`config.mk`:
```
export PLATFORM = sky130hd
export DESIGN_NAME = alu_op_issue
export DESIGN_NICKNAME = d
export VERILOG_FILES = /design/src/rtl/alu_op_pkg.sv /design/src/rtl/alu_op_dec.sv /design/src/rtl/alu_op_issue.sv
export SDC_FILE = /design/constraint.sdc
export NUM_CORES = 1
export LEC_CHECK = 0
export CORE_MARGIN = 10
export CORE_UTILIZATION = 46
export CTS_CLUSTER_SIZE = 14
export DETAILED_ROUTE_END_ITERATION = 8
export PLACE_DENSITY = 0.77
export SLEW_MARGIN = 30
export SYNTH_ARGS = -nofsm -noshare
export SYNTH_HDL_FRONTEND = slang
export SYNTH_SLANG_ARGS = --single-unit
```
`constraint.sdc`:
```
create_clock -name clk -period 1.9 [get_ports clk]
set_input_delay 0.19 -clock clk [delete_from_list [all_inputs] [get_ports clk]]
set_output_delay 0.19 -clock clk [all_outputs]
set_load 0.03 [all_outputs]
```
`src/rtl/alu_op_pkg.sv`:
```
// rtl/alu_op_pkg.sv - ALU op codes, MIPS opcode/funct constants and decoded-entry type
package alu_op_pkg;

  localparam logic [5:0] ALU_NOP  = 6'b000000;
  localparam logic [5:0] ALU_OR   = 6'b000100;
  localparam logic [5:0] ALU_NOR  = 6'b000101;
  localparam logic [5:0] ALU_XOR  = 6'b000110;
  localparam logic [5:0] ALU_AND  = 6'b000111;
  localparam logic [5:0] ALU_SLL  = 6'b001000;
  localparam logic [5:0] ALU_SRL  = 6'b001001;
  localparam logic [5:0] ALU_LUI  = 6'b001010;
  localparam logic [5:0] ALU_ADD  = 6'b010001;
  localparam logic [5:0] ALU_SRA  = 6'b011001;
  localparam logic [5:0] ALU_SLLV = 6'b101000;
  localparam logic [5:0] ALU_SRLV = 6'b101001;
  localparam logic [5:0] ALU_SRAV = 6'b111001;

  localparam logic [5:0] OPC_RTYPE = 6'b000000;
  localparam logic [5:0] OPC_ADDI  = 6'b001000;
  localparam logic [5:0] OPC_ADDIU = 6'b001001;
  localparam logic [5:0] OPC_ANDI  = 6'b001100;
  localparam logic [5:0] OPC_ORI   = 6'b001101;
  localparam logic [5:0] OPC_XORI  = 6'b001110;
  localparam logic [5:0] OPC_LUI   = 6'b001111;
  localparam logic [5:0] OPC_LW    = 6'b100011;
  localparam logic [5:0] OPC_SW    = 6'b101011;

  localparam logic [5:0] FN_ADD  = 6'b100000;
  localparam logic [5:0] FN_ADDU = 6'b100001;
  localparam logic [5:0] FN_AND  = 6'b100100;
  localparam logic [5:0] FN_OR   = 6'b100101;
  localparam logic [5:0] FN_XOR  = 6'b100110;
  localparam logic [5:0] FN_NOR  = 6'b100111;
  localparam logic [5:0] FN_SLL  = 6'b000000;
  localparam logic [5:0] FN_SRL  = 6'b000010;
  localparam logic [5:0] FN_SRA  = 6'b000011;
  localparam logic [5:0] FN_SLLV = 6'b000100;
  localparam logic [5:0] FN_SRLV = 6'b000110;
  localparam logic [5:0] FN_SRAV = 6'b000111;

  typedef struct packed {
    logic [5:0]  alu_op;
    logic [4:0]  sa;
    logic [31:0] imm32;
    logic        alusrc;
    logic [4:0]  wreg;
    logic        reg_write;
    logic        mem_read;
    logic        mem_write;
    logic        ovf_chk;
    logic        illegal;
    logic [31:0] pc;
  } dec_entry_t;

endpackage

```
`src/rtl/alu_op_dec.sv`:
```
// rtl/alu_op_dec.sv - combinational MIPS instruction word to decoded-entry translation
module alu_op_dec
  import alu_op_pkg::*;
(
  input  logic [31:0] instr_i,
  input  logic [31:0] pc_i,
  output dec_entry_t  entry_o
);

  logic [5:0]  opc;
  logic [5:0]  fn;
  logic [31:0] sext;
  logic [31:0] zext;

  assign opc  = instr_i[31:26];
  assign fn   = instr_i[5:0];
  assign sext = {{16{instr_i[15]}}, instr_i[15:0]};
  assign zext = {16'h0, instr_i[15:0]};

  always_comb begin
    entry_o    = '0;
    entry_o.sa = instr_i[10:6];
    entry_o.pc = pc_i;
    // The all-zero word is the canonical NOP, not "sll $0,$0,0".
    if (instr_i == 32'h0) begin
      entry_o.alu_op = ALU_NOP;
    end else if (opc == OPC_RTYPE) begin
      entry_o.wreg      = instr_i[15:11];
      entry_o.reg_write = 1'b1;
      case (fn)
        FN_ADD:  begin entry_o.alu_op = ALU_ADD; entry_o.ovf_chk = 1'b1; end
        FN_ADDU: entry_o.alu_op = ALU_ADD;
        FN_AND:  entry_o.alu_op = ALU_AND;
        FN_OR:   entry_o.alu_op = ALU_OR;
        FN_XOR:  entry_o.alu_op = ALU_XOR;
        FN_NOR:  entry_o.alu_op = ALU_NOR;
        FN_SLL:  entry_o.alu_op = ALU_SLL;
        FN_SRL:  entry_o.alu_op = ALU_SRL;
        FN_SRA:  entry_o.alu_op = ALU_SRA;
        FN_SLLV: entry_o.alu_op = ALU_SLLV;
        FN_SRLV: entry_o.alu_op = ALU_SRLV;
        FN_SRAV: entry_o.alu_op = ALU_SRAV;
        default: begin
          entry_o.illegal   = 1'b1;
          entry_o.wreg      = '0;
          entry_o.reg_write = 1'b0;
        end
      endcase
    end else begin
      entry_o.alusrc    = 1'b1;
      entry_o.wreg      = instr_i[20:16];
      entry_o.reg_write = 1'b1;
      entry_o.imm32     = sext;
      entry_o.alu_op    = ALU_ADD;
      case (opc)
        OPC_ADDI:  entry_o.ovf_chk = 1'b1;
        OPC_ADDIU: entry_o.ovf_chk = 1'b0;
        OPC_ANDI:  begin entry_o.alu_op = ALU_AND; entry_o.imm32 = zext; end
        OPC_ORI:   begin entry_o.alu_op = ALU_OR;  entry_o.imm32 = zext; end
        OPC_XORI:  begin entry_o.alu_op = ALU_XOR; entry_o.imm32 = zext; end
        OPC_LUI:   begin entry_o.alu_op = ALU_LUI; entry_o.imm32 = zext; end
        OPC_LW:    entry_o.mem_read = 1'b1;
        OPC_SW:    begin entry_o.mem_write = 1'b1; entry_o.reg_write = 1'b0; end
        default: begin
          entry_o.alu_op    = ALU_NOP;
          entry_o.illegal   = 1'b1;
          entry_o.alusrc    = 1'b0;
          entry_o.wreg      = '0;
          entry_o.reg_write = 1'b0;
          entry_o.imm32     = '0;
        end
      endcase
    end
  end

endmodule

```
`src/rtl/alu_op_issue.sv`:
```
// rtl/alu_op_issue.sv - decode/issue stage with a 2-entry skid buffer
// Optional ALU_OP_ISSUE_PERF_EN adds issued_cnt/illegal_cnt transfer counters.
module alu_op_issue
  import alu_op_pkg::*;
#(
  parameter int unsigned DEPTH        = 2,
  parameter logic [31:0] RESET_PC_TAG = 32'h0
) (
  input  logic        clk,
  input  logic        resetn,
  input  logic        in_valid,
  output logic        in_ready,
  input  logic [31:0] in_instr,
  input  logic [31:0] in_pc,
  input  logic        flush,
  output logic        out_valid,
  input  logic        out_ready,
  output logic [5:0]  alu_op,
  output logic [4:0]  sa,
  output logic [31:0] imm32,
  output logic        alusrc,
  output logic [4:0]  wreg,
  output logic        reg_write,
  output logic        mem_read,
  output logic        mem_write,
  output logic        ovf_chk,
  output logic        illegal,
  output logic [31:0] pc_out
`ifdef ALU_OP_ISSUE_PERF_EN
  ,
  output logic [31:0] issued_cnt,
  output logic [31:0] illegal_cnt
`endif
);

  // State value equals buffer occupancy.
  localparam int unsigned OCC_W = $clog2(DEPTH + 1);
  typedef enum logic [OCC_W-1:0] {
    ST_EMPTY = OCC_W'(0),
    ST_ONE   = OCC_W'(1),
    ST_TWO   = OCC_W'(2)
  } state_t;

  state_t     state_q;
  dec_entry_t dec_e;
  dec_entry_t head_q;
  dec_entry_t skid_q;
  logic       in_ready_q;
  logic       out_valid_q;
  logic       acc;
  logic       drn;

  alu_op_dec u_dec (
    .instr_i (in_instr),
    .pc_i    (in_pc),
    .entry_o (dec_e)
  );

  assign acc = in_valid & in_ready_q;
  assign drn = out_valid_q & out_ready;

  always_ff @(posedge clk or negedge resetn) begin
    if (!resetn) begin
      state_q     <= ST_EMPTY;
      in_ready_q  <= 1'b1;
      out_valid_q <= 1'b0;
      head_q      <= '0;
      head_q.pc   <= RESET_PC_TAG;
      skid_q      <= '0;
    end else if (flush) begin
      state_q     <= ST_EMPTY;
      in_ready_q  <= 1'b1;
      out_valid_q <= 1'b0;
    end else begin
      case (state_q)
        ST_EMPTY: if (acc) begin
          head_q      <= dec_e;
          out_valid_q <= 1'b1;
          state_q     <= ST_ONE;
        end
        ST_ONE: begin
          if (acc && !drn) begin
            skid_q     <= dec_e;
            in_ready_q <= 1'b0;
            state_q    <= ST_TWO;
          end else if (acc) begin
            head_q <= dec_e;
          end else if (drn) begin
            out_valid_q <= 1'b0;
            state_q     <= ST_EMPTY;
          end
        end
        ST_TWO: if (drn) begin
          head_q     <= skid_q;
          in_ready_q <= 1'b1;
          state_q    <= ST_ONE;
        end
        default: begin
          state_q     <= ST_EMPTY;
          in_ready_q  <= 1'b1;
          out_valid_q <= 1'b0;
        end
      endcase
    end
  end

  assign in_ready  = in_ready_q;
  assign out_valid = out_valid_q;
  assign alu_op    = head_q.alu_op;
  assign sa        = head_q.sa;
  assign imm32     = head_q.imm32;
  assign alusrc    = head_q.alusrc;
  assign wreg      = head_q.wreg;
  assign reg_write = head_q.reg_write;
  assign mem_read  = head_q.mem_read;
  assign mem_write = head_q.mem_write;
  assign ovf_chk   = head_q.ovf_chk;
  assign illegal   = head_q.illegal;
  assign pc_out    = head_q.pc;

`ifdef ALU_OP_ISSUE_PERF_EN
  logic [31:0] issued_cnt_q;
  logic [31:0] illegal_cnt_q;

  always_ff @(posedge clk or negedge resetn) begin
    if (!resetn) begin
      issued_cnt_q  <= '0;
      illegal_cnt_q <= '0;
    end else if (drn) begin
      issued_cnt_q <= issued_cnt_q + 32'd1;
      if (head_q.illegal) illegal_cnt_q <= illegal_cnt_q + 32'd1;
    end
  end

  assign issued_cnt  = issued_cnt_q;
  assign illegal_cnt = illegal_cnt_q;
`endif

endmodule
```
==> reports/results.tsv, run 1 <==
stage	metric	value	unit
detailed_routing	Initial DRC Count	565	
setup_path	worst-path maximum fanout	17	
synth	Seq cells post-synth	146	
setup_path	reg2reg start	in_ready	
setup_path	critical path data arrival time	1.65	ns
outcome	status	finished clean	
clock_tree	Reg clk slew, reported paths	0.06	ns
synth	synthesized area	6920	um2
clock_tree	Post-CTS Setup Repair Bufs	0	
setup_path	worst path bufs/invs	1	
placement	Final Wtd Congestion	0.9008	
global_routing	global-route wire length before repair	33.13	mm
finish	Layout fillers	1132	
placement	dpl hpwl	14.76	mm
synth	Synth Flop Type	dfrtp_1	
clock_tree	clk buf depth	2	
detailed_routing	drt first pass iters	5	
setup_path	startpoint type of the worst setup path	register	
synth	Yosys warnings	0	
global_routing	vias in the first global route	6308	
clock_tree	clk sinks	146	
power	sw power	4.616	mW
detailed_routing	DRC	0	
finish	ant diodes	0	
floorplanning	Cell Rows	44	
synth	Mapped Cells	686	
setup_path	WS Path Type	reg2out	
timing	final hold violations	0	
setup_path	crit path cell chain	clkdlybuf4s50_1	
power	P per Cell Area	1364	nW/um2
job	Max Cap Viol	0	
hold_path	worst hold path class	in2async	
timing	clk_skew	0.004679	ns
setup_path	Crit. End Element	primary output	
floorplanning	DIE WIDTH	142.7	um
timing	max-slew headroom at the worst pin	0.6694	
finish	most frequent cells in the layout	145 x clkdlybuf4s50_1, 144 x dfrtp_1, 101 x o21ai_0	
timing	setup slack after layout	0.05767	ns
setup_path	Worst Path Required	1.71	ns
power	Peak supply drop	0.0007397	V
detailed_routing	vias per cell	5.891	
clock_tree	Worst-Skew Late Latency	0.42	ns
clock_tree	Max H-tree Level	4	
floorplanning	Starting Density	0.4726	
floorplanning	Core Area	14640	um2
detailed_routing	Routed Antenna Nets	0	
power	combinational group share of total power	0.358	
floorplanning	io pins	157	
floorplanning	Chip Height	142.7	um
finish	Total Nets Final	913	
synth	FFs w/ async S/R, synth	1.000	
setup_path	R2R depth	4	
detailed_routing	final WL	21.19	mm
global_routing	GRT Total Usage	0.2051	
setup_path	critical path's top delay family	buffers and inverters	
setup_path	Slowest Stage Delay on Critical Path	0.73	ns
timing	Final setup viols	0	
global_routing	initial antenna violation count	0	
power	Clk network pwr share	0.274	
clock_tree	CTS tree	yes	
timing	max frequency	542.8	MHz
floorplanning	total die area	20350	um2
clock_tree	TritonCTS buffer count	17	
detailed_routing	Via Count	6133	
timing	worst slew pin tran	0.4958	ns
power	internal cell power	8.502	mW
synth	syn nets	755	
power	leakage power	4.091	nW
finish	post-layout util	0.6565	
synth	sequential area share after synthesis	0.5281	
synth	average size of a mapped cell	10.09	um2
synth	Post-synth EDFFs	0	
power	Sequential Power Share	0.369	
setup_path	slowest CP cell	clkdlybuf4s50_1	
finish	most common cell after layout, fill and taps aside	clkdlybuf4s50_1	
setup_path	stages on the worst setup path	1	
placement	Buffers on Ports	156	
timing	final worst-path cycle share	0.9696	
clock_tree	root buffer cell	clkbuf_16	
setup_path	Reg2Reg Setup Slack	0.08	ns
detailed_routing	wire per inst	20.35	um
setup_path	Reg-to-Reg End	illegal	
timing	min Tclk post-route	1.842	ns
synth	Yosys cell types	49	
global_routing	gr ovfl total	0	
placement	pre-CTS WS	-0.3328	ns
finish	share of cells above drive strength 1	0.1552	
timing	fin. max-slew vios	0	
global_routing	largest net degree at the start of global routing	56	
finish	Layout area overhead	38.93	%
power	Sw Ratio	0.3519	
## layout make-up
class / count / area (um2) / share of cell area
Tap cell: 184 / 230.2 / 0.02395
Clock inverter: 13 / 181.4 / 0.01887
Sequential cell: 146 / 3656 / 0.3803
Clock buffer: 19 / 452.9 / 0.04711
Inverter: 19 / 71.32 / 0.007418
Timing Repair Buffer: 209 / 2138 / 0.2224
Multi-Input combinational cell: 451 / 2884 / 0.3000
## metrics by stage
step | area (um2) | setup TNS (ns) | hold WS [ns] | std cells | power, mW
floorplan | 6924 | 0 | -0.1056 | 686 | 7.338
global placement | 8940 | -3.398 | 0.1551 | 1008 | 9.369
detailed placement | 8940 | -7.263 | 0.1695 | 1008 | 9.583
CTS | 9584 | 0 | 0.2895 | 1041 | 13.20
global route | 9614 | -0.009148 | 0.3187 | 1041 | 13.70
finish | 9614 | 0 | 0.2752 | 1041 | 13.12
## cells by family (layout without fill, tap and decap cells)
| logic type | Yosys count | count (layout) | synth area share |
|---|---|---|---|
| AOI/OAI and AO/OA | 208 | 208 | 0.1830 |
| DFF | 146 | 146 | 0.5281 |
| muxes | 66 | 66 | 0.1016 |
| buffers and inverters | 89 | 260 | 0.06003 |
| and+or+nand+nor | 176 | 176 | 0.1260 |
| xor gates and xnor gates | 1 | 1 | 0.001266 |
## state kept, by name, summed over array words and instances, names as in the netlist, 2 cells and up
name and cells:
skid_q 71, pc_out 32, imm32 17, alu_op 6, sa 5, wreg 5, state_q 2
## worst max-delay path by stage
stage / startpoint / slack, ns / to
2_1_floorplan: in_ready / 0.004 / alu_op[5]
3_3_place_gp: in_instr[4] / -0.29 / alu_op[3]
3_5_place_dp: in_instr[4] / -0.33 / alu_op[3]
4_1_cts: imm32[30] / 0.004 / imm32[21]
5_1_grt: imm32[30] / -0.009 / imm32[19]
6_report: imm32[30] / 0.06 / imm32[19]
## routing by layer
layer  wire length [um]  global-route usage  up-vias
met5                  0                   0        -
met4                343             0.08035        0
met3               1363             0.04212       22
met2              10890              0.3494      252
met1               8586              0.2501     3077
li1                   -                   -     2782
## what timing repair did
| action | CTS | global route |
|---|---|---|
| gates resized for setup | 2 | 11 |
| hold endpoints to repair | 48 | 0 |
| setup endpoints to repair | 17 | 19 |
| hold buffers | 1 | 0 |
| pin swaps | 0 | 0 |
## synthesized netlist by cell type (all sizes together) (16+ instances only)
library cell    n  area share
mux2           34       0.055
a21oi          21       0.015
dfrtp         145        0.52
inv            19       0.010
nand2          82       0.044
mux2i          32       0.046
nand3          16       0.012
nor4           17       0.015
o31ai          23       0.025
buf            27       0.026
o21ai         104       0.075
clkbuf         43       0.023
## power by group through the flow
stage	logic, mW	clock network, mW	registers, mW
2_1_floorplan	1.46	0	5.88
3_3_place_gp	4.58	0	4.79
3_5_place_dp	4.72	0	4.86
4_1_cts	4.74	3.63	4.83
5_1_grt	4.99	3.75	4.95
6_report	4.69	3.59	4.84
Power figures use the tool's default switching activity.
==> run 2: changes to the inputs <==
SKIP_LAST_GASP = 1   (was not set)
==> results of run 2 <==
Final layout, timing and power as in run 1 (identical DEF).
==> run 3: changes to the inputs <==
CTS_CLUSTER_SIZE = 20   (was 14)
==> results of run 3 <==
Final layout, timing and power as in run 1 (identical DEF).
